**config.mk**
```make
export PLATFORM = sky130hd
export DESIGN_NAME = fifo_mem_arbiter
export DESIGN_NICKNAME = d
export VERILOG_FILES = /design/src/rtl/fifo_mem_arbiter.sv
export SDC_FILE = /design/constraint.sdc
export NUM_CORES = 1
export LEC_CHECK = 0
export BUFFER_PORTS_ARGS = -buffer_cell sky130_fd_sc_hd__buf_2
export CORE_ASPECT_RATIO = 0.9
export CORE_MARGIN = 2
export CORE_UTILIZATION = 38
export DETAILED_ROUTE_END_ITERATION = 10
export HOLD_SLACK_MARGIN = 0.03
export PLACE_DENSITY_LB_ADDON = 0.15
export SYNTH_ARGS = -nofsm -noshare
export SYNTH_HDL_FRONTEND = slang
export SYNTH_SLANG_ARGS = --single-unit
```
**constraint.sdc**
```tcl
create_clock -name wclk -period 2.8 [get_ports wclk]
set_input_delay 0.42 -clock wclk [delete_from_list [all_inputs] [get_ports wclk]]
set_output_delay 0.42 -clock wclk [all_outputs]
set_load 0.005 [all_outputs]
```
**src/rtl/fifo_mem_arbiter.sv**
```systemverilog
// rtl/fifo_mem_arbiter.sv - round-robin multi-requester write front end for an external FIFO memory
// Pointers and occupancy live here; the memory itself sits outside with a combinational read port.
module fifo_mem_arbiter #(
    parameter int DATA_SIZE = 8,
    parameter int ADDR_SIZE = 4,
    parameter int NUM_REQ   = 4
) (
    input  logic                           wclk,
    input  logic                           wrst,
    input  logic [NUM_REQ-1:0]             req,
    input  logic [NUM_REQ*DATA_SIZE-1:0]   req_data,
    output logic [NUM_REQ-1:0]             gnt,
    input  logic                           flush,
    output logic [DATA_SIZE-1:0]           mem_wdata,
    output logic [ADDR_SIZE-1:0]           mem_waddr,
    output logic                           mem_wclk_en,
    output logic                           mem_wfull,
    output logic [ADDR_SIZE-1:0]           mem_raddr,
    input  logic [DATA_SIZE-1:0]           mem_rdata,
    output logic [DATA_SIZE-1:0]           rd_data,
    output logic                           rd_valid,
    input  logic                           rd_ready,
    output logic [ADDR_SIZE:0]             count,
    output logic                           full,
    output logic                           empty
);

    localparam int PW = (NUM_REQ > 1) ? $clog2(NUM_REQ) : 1;
    localparam logic [ADDR_SIZE:0]   DEPTH   = (ADDR_SIZE+1)'(1 << ADDR_SIZE);
    localparam logic [ADDR_SIZE:0]   CNT_ONE = (ADDR_SIZE+1)'(1);
    localparam logic [ADDR_SIZE-1:0] PTR_ONE = ADDR_SIZE'(1);

    logic [ADDR_SIZE-1:0] r_wptr;
    logic [ADDR_SIZE-1:0] r_rptr;
    logic [ADDR_SIZE:0]   r_count;
    logic [PW-1:0]        r_prio;

    logic [PW-1:0]        w_gnt_idx;
    logic [PW-1:0]        w_next_prio;
    logic                 w_found;
    logic                 w_wr;
    logic                 w_pop;

    assign full      = (r_count == DEPTH);
    assign empty     = (r_count == '0);
    assign count     = r_count;
    assign rd_valid  = !empty;
    assign rd_data   = mem_rdata;
    assign mem_waddr = r_wptr;
    assign mem_raddr = r_rptr;
    assign mem_wfull = full;

    // Scan requesters starting at r_prio, wrapping modulo NUM_REQ; first hit wins.
    always_comb begin
        int idx;
        idx       = 0;
        w_found   = 1'b0;
        w_gnt_idx = '0;
        for (int k = 0; k < NUM_REQ; k++) begin
            idx = int'(r_prio) + k;
            if (idx >= NUM_REQ) idx = idx - NUM_REQ;
            if (!w_found && req[idx]) begin
                w_found   = 1'b1;
                w_gnt_idx = PW'(idx);
            end
        end
    end

    assign w_wr        = w_found && !full && !flush && !wrst;
    assign w_pop       = rd_valid && rd_ready && !flush && !wrst;
    assign gnt         = w_wr ? (NUM_REQ'(1) << w_gnt_idx) : '0;
    assign mem_wclk_en = w_wr;
    assign mem_wdata   = req_data[int'(w_gnt_idx)*DATA_SIZE +: DATA_SIZE];
    assign w_next_prio = (w_gnt_idx == PW'(NUM_REQ-1)) ? '0 : w_gnt_idx + PW'(1);

    always_ff @(posedge wclk) begin
        if (wrst) begin
            r_wptr  <= '0;
            r_rptr  <= '0;
            r_count <= '0;
            r_prio  <= '0;
        end else if (flush) begin
            r_rptr  <= r_wptr;
            r_count <= '0;
        end else begin
            if (w_wr) begin
                r_wptr <= r_wptr + PTR_ONE;
                r_prio <= w_next_prio;
            end
            if (w_pop) r_rptr <= r_rptr + PTR_ONE;
            case ({w_wr, w_pop})
                2'b10:   r_count <= r_count + CNT_ONE;
                2'b01:   r_count <= r_count - CNT_ONE;
                default: r_count <= r_count;
            endcase
        end
    end

endmodule

```
; Word level (Yosys, flattened, before mapping)
; Index checks and enable logic that the tools add are counted.
[word_totals]
regBits = 15
output_inout_bits = 38
elab_cells = 81
inputBits = 48
[op_classes]
magnitude_cmp = 8
reduce_logical = 21
eq_ne = 4
muxes = 29
shift = 2
bitwise_logic = 1
addsub = 12
[ops]
columns = cell, count
row1 = $lt 32x4->1 const B, 4
row2 = $mux 32, 4
row3 = $shiftx 32x6->8, 1
row4 = $mux 1, 12
row5 = $mux 4, 3
row6 = $sub 3x3->4 const B, 3
row7 = $mux 2, 5
row8 = $pmux 5 s2, 1
row9 = $ge 3x3->1 const B, 3
row10 = $logic_and 1x1->1, 9
row11 = $add 4x1->4 const B, 2
row12 = $bmux 1 s2, 4
row13 = $logic_not 1->1, 7
row14 = $add 2x2->3 const B, 2
row15 = $add 5x1->5 const B, 1
row16 = $eq 5x5->1 const B, 1
row17 = $logic_not 5->1, 1
row18 = $sub 5x1->5 const B, 1
row19 = $eq 2x2->1 const B, 2
row20 = $reduce_bool 2->1, 2
row21 = $shl 1x2->4 const A, 1
row22 = $sub 2x3->4 const B, 1
row23 = $add 2x1->3 const B, 1
row24 = $ge 2x3->1 const B, 1
row25 = other kinds (5), 5

; Depth between registers and ports, before layout
[logic_depth]
ltp_word = 20
ltp_mapped = 12
ltp_nobuf = 11

; Worst setup path before layout
; No wires, ideal clock.
[synth_timing]
kind = input port to flip-flop
start = in flush
end = reg r_count[4], in the netlist count[4]
slack_ps = 66
setup_ps = 70
arrival_time_ps = 2664
required_time_ps = 2730
path_stages = 11
n_path_buf = 2
path_cell_list = buf_6 -> or2_1 -> buf_6 -> or3_4 -> ha_1 -> ha_1 -> nor2b_1 -> o21ai_0 -> a211oi_1 -> or3_1 -> a21oi_1
[synth_via]
elab_chain_cells = 5
elab_cells_between_ends = 10
cone_classes = eq/ne (2) / mux (1) / reduce/logical (7)
[synth_lines]
columns = element, line_no
row1 = from (decl), 13  ; input logic flush,
row2 = $logic_not 1->1, "69, 70"
row3 = $logic_and 1x1->1 (on tied branches) (2 in a row), "70, 69"
row4 = $eq 2x1->1 / $eq 2x2->1 (equally long branches), 91  ; case ({w_wr, w_pop})
row5 = $pmux 5 s2 / $reduce_bool 2->1 (equally long branches), --
row6 = to (signal assigned), 92  ; 2'b10: r_count <= r_count + CNT_ONE;
row7 = to (signal assigned), 93  ; 2'b01: r_count <= r_count - CNT_ONE;
row8 = to (signal assigned), 94  ; default: r_count <= r_count;
row9 = to (decl), 35  ; logic [ADDR_SIZE:0] r_count;
; Parallel ways exist; a longest one is shown, timed or not.
; A chain may end at the register's enable or synchronous reset.

; Final worst setup path
[layout_timing]
start = reg r_count[3], in the netlist count[3]
end = reg r_count[4], in the netlist count[4]
[layout_via]
elab_chain_cells = 7
elab_cells_between_ends = 16
cone_classes = add/sub (2) / eq/ne (3) / mux (1) / reduce/logical (10)
[layout_lines]
columns = element, line_no
row1 = $eq 5x5->1 / $logic_not 5->1 (equally long branches), "44, 45"
row2 = $logic_not 1->1 (on tied branches), "69, 47"
row3 = $logic_and 1x1->1 (on tied branches) (3 in a row), "69, 70"
row4 = $eq 2x1->1 / $eq 2x2->1 (equally long branches), 91
row5 = $pmux 5 s2 / $reduce_bool 2->1 (equally long branches), --
; Parallel ways exist; a longest one is shown, timed or not.

==> impl_summary.log <==
[metrics] result of the run: finished clean
[metrics] Max-cap violations: 0
[metrics] start-to-end type of the worst setup path: register to register
[metrics] sequential area share after synthesis: 0.223
[metrics] global-route congestion overflow total: 0
[metrics] endpoint required time on the critical path: slightly below 3 ns
[metrics] total routing usage reported by global routing: 0.160
[metrics] cell with the largest stage delay on the worst path: sky130_fd_sc_hd__or4_4
[metrics] vias per std cell: approximately 5.0
[metrics] TritonCTS Buffers: 3
[metrics] iteration count of the initial detailed-routing pass: 5
[metrics] Final Non-Filler Cells: around 270
[metrics] drt wl/cell: between 10 and 15 um
[metrics] IO Port Bufs: just under 70
[metrics] P_leak: 0.934 nW
[metrics] initial core utilization: 0.399
[metrics] Syn. warnings: 0
[metrics] synthesized area: 1350 um^2
[metrics] startpoint type of the worst setup path: register
[metrics] final number of max-transition violations: 0
[metrics] worst hold margin: between 0.5 and 0.6 ns
[metrics] via count: 1,317
[metrics] total number of H-tree levels: 1
[metrics] utilization after layout: 0.533
[metrics] pwr dens: roughly 340 nW/um^2
[metrics] final hold vios: 0
[metrics] DIE HEIGHT: 60.5 um
[metrics] layout cells sized above 1: 0.450
[metrics] total length of routed wires: approximately 3200 um
[metrics] number of global-route vias before repair: between 1k and 1.5k
[metrics] deepest clock path buffer count: 2
[metrics] worst slew margin relative to its limit: 0.797
[metrics] Worst VDD drop: between 0.15 and 0.2 mV
[metrics] pin slew with the least headroom to its limit: 0.300 ns
[metrics] number of diodes added for antenna fixing: 0
[metrics] data arrival time at the worst-slack endpoint: 2.91 ns
[metrics] Die Area: between 4000 and 5000 um^2
[metrics] post-synthesis async set-or-reset flop share: 0
[metrics] starting DRC count in detailed routing: 59
[metrics] Core Footprint: roughly 3400 um^2
[metrics] final worst path period share: 0.974
[metrics] power share of the sequential group: 0.375
[metrics] Yosys reg bits: 15
[metrics] Post-Synthesis Mean Instance Area: roughly 9 um^2
[metrics] Post-Place Cells: 258
[metrics] proportion of netlist area held by the largest area contributor: 0.223
[metrics] instance count of the mapped netlist: about 150
[metrics] first-pass GRT wire length: slightly below 5000 um
[metrics] top post-synthesis cells by count: sky130_fd_sc_hd__mux2i_1 (29), sky130_fd_sc_hd__dfxtp_1 (15), sky130_fd_sc_hd__nor2_1 (14)
[metrics] max incr delay on CP: about 0.57 ns
[metrics] floorplan die width: between 60 and 70 um
[metrics] critical path, cell by cell: or4_4, nor2_4, or3_4, ha_4, inv_1, fa_2, nor2b_1, o21ai_1, nor4b_1, or3_1, a21oi_1
[metrics] most used standard cell by instance count after synthesis: sky130_fd_sc_hd__mux2i_1
[metrics] final setup vio count: 0
[metrics] part of the power in combinational logic: 0.319
[metrics] number of fill cells in the layout: roughly 330
[metrics] power share of the clock group: 0.306
[metrics] timing-limited maximum frequency: roughly 370 MHz
[metrics] biggest fanout along the worst timing path: 5
[metrics] nets in the synthesized netlist: 211
[metrics] Clk Latency, worst-skew pair: around 0.25 ns
[metrics] maximum number of pins on one net before global-route repair: 12
[metrics] Hold Path Class: input pin to register
[metrics] clock slew seen by the registers of the worst setup and hold paths: 0.07 ns
[metrics] reported net switching power: between 0.15 and 0.2 mW
[metrics] Pwr Total: 0.608 mW
[metrics] final weighted congestion of routability-driven global placement: about 0.82
[metrics] count of cell types in the netlist: 42
[metrics] Setup Skew: around 0.0065 ns
[metrics] number of primary I/O pins: 86
[metrics] site row count: 20
[metrics] biggest area consumer among synthesized cells: sky130_fd_sc_hd__dfxtp_1
[metrics] number of antenna violations at the first check in global routing: 0
[metrics] prevailing post-synth register cell: sky130_fd_sc_hd__dfxtp_1
[metrics] dpl hpwl: between 2000 and 3000 um
[metrics] critical path capture point type: register
[metrics] Syn-to-layout area delta: 33.5%
[metrics] # clock sinks: 15
[metrics] clock root cell: sky130_fd_sc_hd__clkbuf_8
[metrics] final-stage net count: about 280
[metrics] largest cells by area after synthesis: sky130_fd_sc_hd__dfxtp_1 (22%), sky130_fd_sc_hd__mux2i_1 (22%), sky130_fd_sc_hd__ha_1 (9.3%)
[metrics] Final ANT Viol Nets: 0
[metrics] fin crit period: approximately 2.7 ns
[metrics] Net Sw Frac: 0.303
[metrics] number of enable-type register cells in the synthesized netlist: 0
[metrics] DR DRC count: 0
[metrics] internal power contribution: 0.424 mW
[metrics] CTS tree: yes
[placed cells by master (no fill, tap or decap), types with 2 or more instances in the layout]
| master | instances |
|---|---|
| sky130_fd_sc_hd__buf_2 | 69 |
| sky130_fd_sc_hd__mux2i_1 | 29 |
| sky130_fd_sc_hd__nor2_1 | 14 |
| sky130_fd_sc_hd__dfxtp_1 | 14 |
| sky130_fd_sc_hd__buf_4 | 13 |
| sky130_fd_sc_hd__inv_1 | 10 |
| sky130_fd_sc_hd__ha_1 | 9 |
| sky130_fd_sc_hd__a21oi_1 | 8 |
| sky130_fd_sc_hd__and2_1 | 4 |
| sky130_fd_sc_hd__xnor2_1 | 4 |
| sky130_fd_sc_hd__o21ai_0 | 3 |
| sky130_fd_sc_hd__nand2_1 | 3 |
| sky130_fd_sc_hd__xor2_1 | 3 |
| sky130_fd_sc_hd__clkbuf_8 | 3 |
| sky130_fd_sc_hd__inv_2 | 2 |
| sky130_fd_sc_hd__nor4_1 | 2 |
| sky130_fd_sc_hd__nor3_1 | 2 |
| sky130_fd_sc_hd__nor2b_1 | 2 |
| sky130_fd_sc_hd__or3_1 | 2 |
[what timing repair did]
action                                  in CTS  in global routing
gates cloned                                 0                  0
setup buffers                                1                  3
hold endpoints to repair                     0                  0
hold buffers                                 0                  0
endpoints found under the setup margin       1                  1
pin swaps                                    0                  4
resized for setup                            2                  3
[metrics by stage]
step                      setup TNS [ns]  worst slack (ns)  instance area (um^2)
after detailed placement         -0.0558           -0.0558                  1700
final                                  0            0.0728                  1800
after CTS                              0            0.0599                  1770
after floorplan                        0            0.0661                  1350
after global routing             -0.0719           -0.0719                  1800
after global placement                 0             0.107                  1700
[final timing paths]
check	cells past startpoint	slack (ns)	to	start
setup / recovery	11	0.07	count[4]	count[3]
hold / removal	3	0.50	r_prio[0]	wrst
setup reg to reg	11	0.07	count[4]	count[3]
hold reg to reg	2	0.50	r_prio[0]	r_prio[0]
[registers in the layout (all words and copies together) (netlist names)]
name       flops
count          5
mem_raddr      4
mem_waddr      4
r_prio         2
[cell type report]
| type | count | area [um^2] | share of cell area |
|---|---|---|---|
| multi-input combinational | 109 | 906 | 0.503 |
| timing repair buffer | 82 | 443 | 0.246 |
| sequential | 15 | 302 | 0.168 |
| tap | 44 | 55.1 | 0.0306 |
| inverter | 12 | 45.0 | 0.0250 |
| clock buffer | 3 | 41.3 | 0.0229 |
| clock inverter | 1 | 7.51 | 0.00417 |
[cell families after synthesis]
| kind of cell | count (synthesis) | synth area share |
|---|---|---|
| buffers and inverters | 28 | 0.129 |
| AO/OA/AOI/OAI | 22 | 0.110 |
| adder cells (fa/ha/maj) | 11 | 0.108 |
| multiplexers | 30 | 0.224 |
| XOR/XNOR | 7 | 0.0455 |
| AND/OR/NAND/NOR | 39 | 0.162 |
| flip-flops | 15 | 0.223 |
[layer usage]
| metal | up-vias | wire length (um) | track usage |
|---|---|---|---|
| met5 | - | 0 | 0 |
| met4 | 0 | 28 | 0.0496 |
| met3 | 4 | 254 | 0.0390 |
| met2 | 60 | 1500 | 0.251 |
| met1 | 593 | 1450 | 0.218 |
| li1 | 660 | - | - |
[power groups by stage]
stage,registers [mW],logic (mW),clock network (mW)
2_1_floorplan,0.232,0.124,0
3_3_place_gp,0.232,0.186,0
3_5_place_dp,0.233,0.191,0
4_1_cts,0.228,0.194,0.189
5_1_grt,0.229,0.217,0.199
6_report,0.228,0.194,0.186
[critical path, delay by kind of cell (launching register included)]
kind	cells	cell delay, ns
adders and majority gates	2	0.50
buffers and inverters	1	0.07
and+or+nand+nor	6	1.53
DFF	1	0.32
AOI/OAI and AO/OA	2	0.24
No activity file was read; power rests on OpenSTA's default activity.
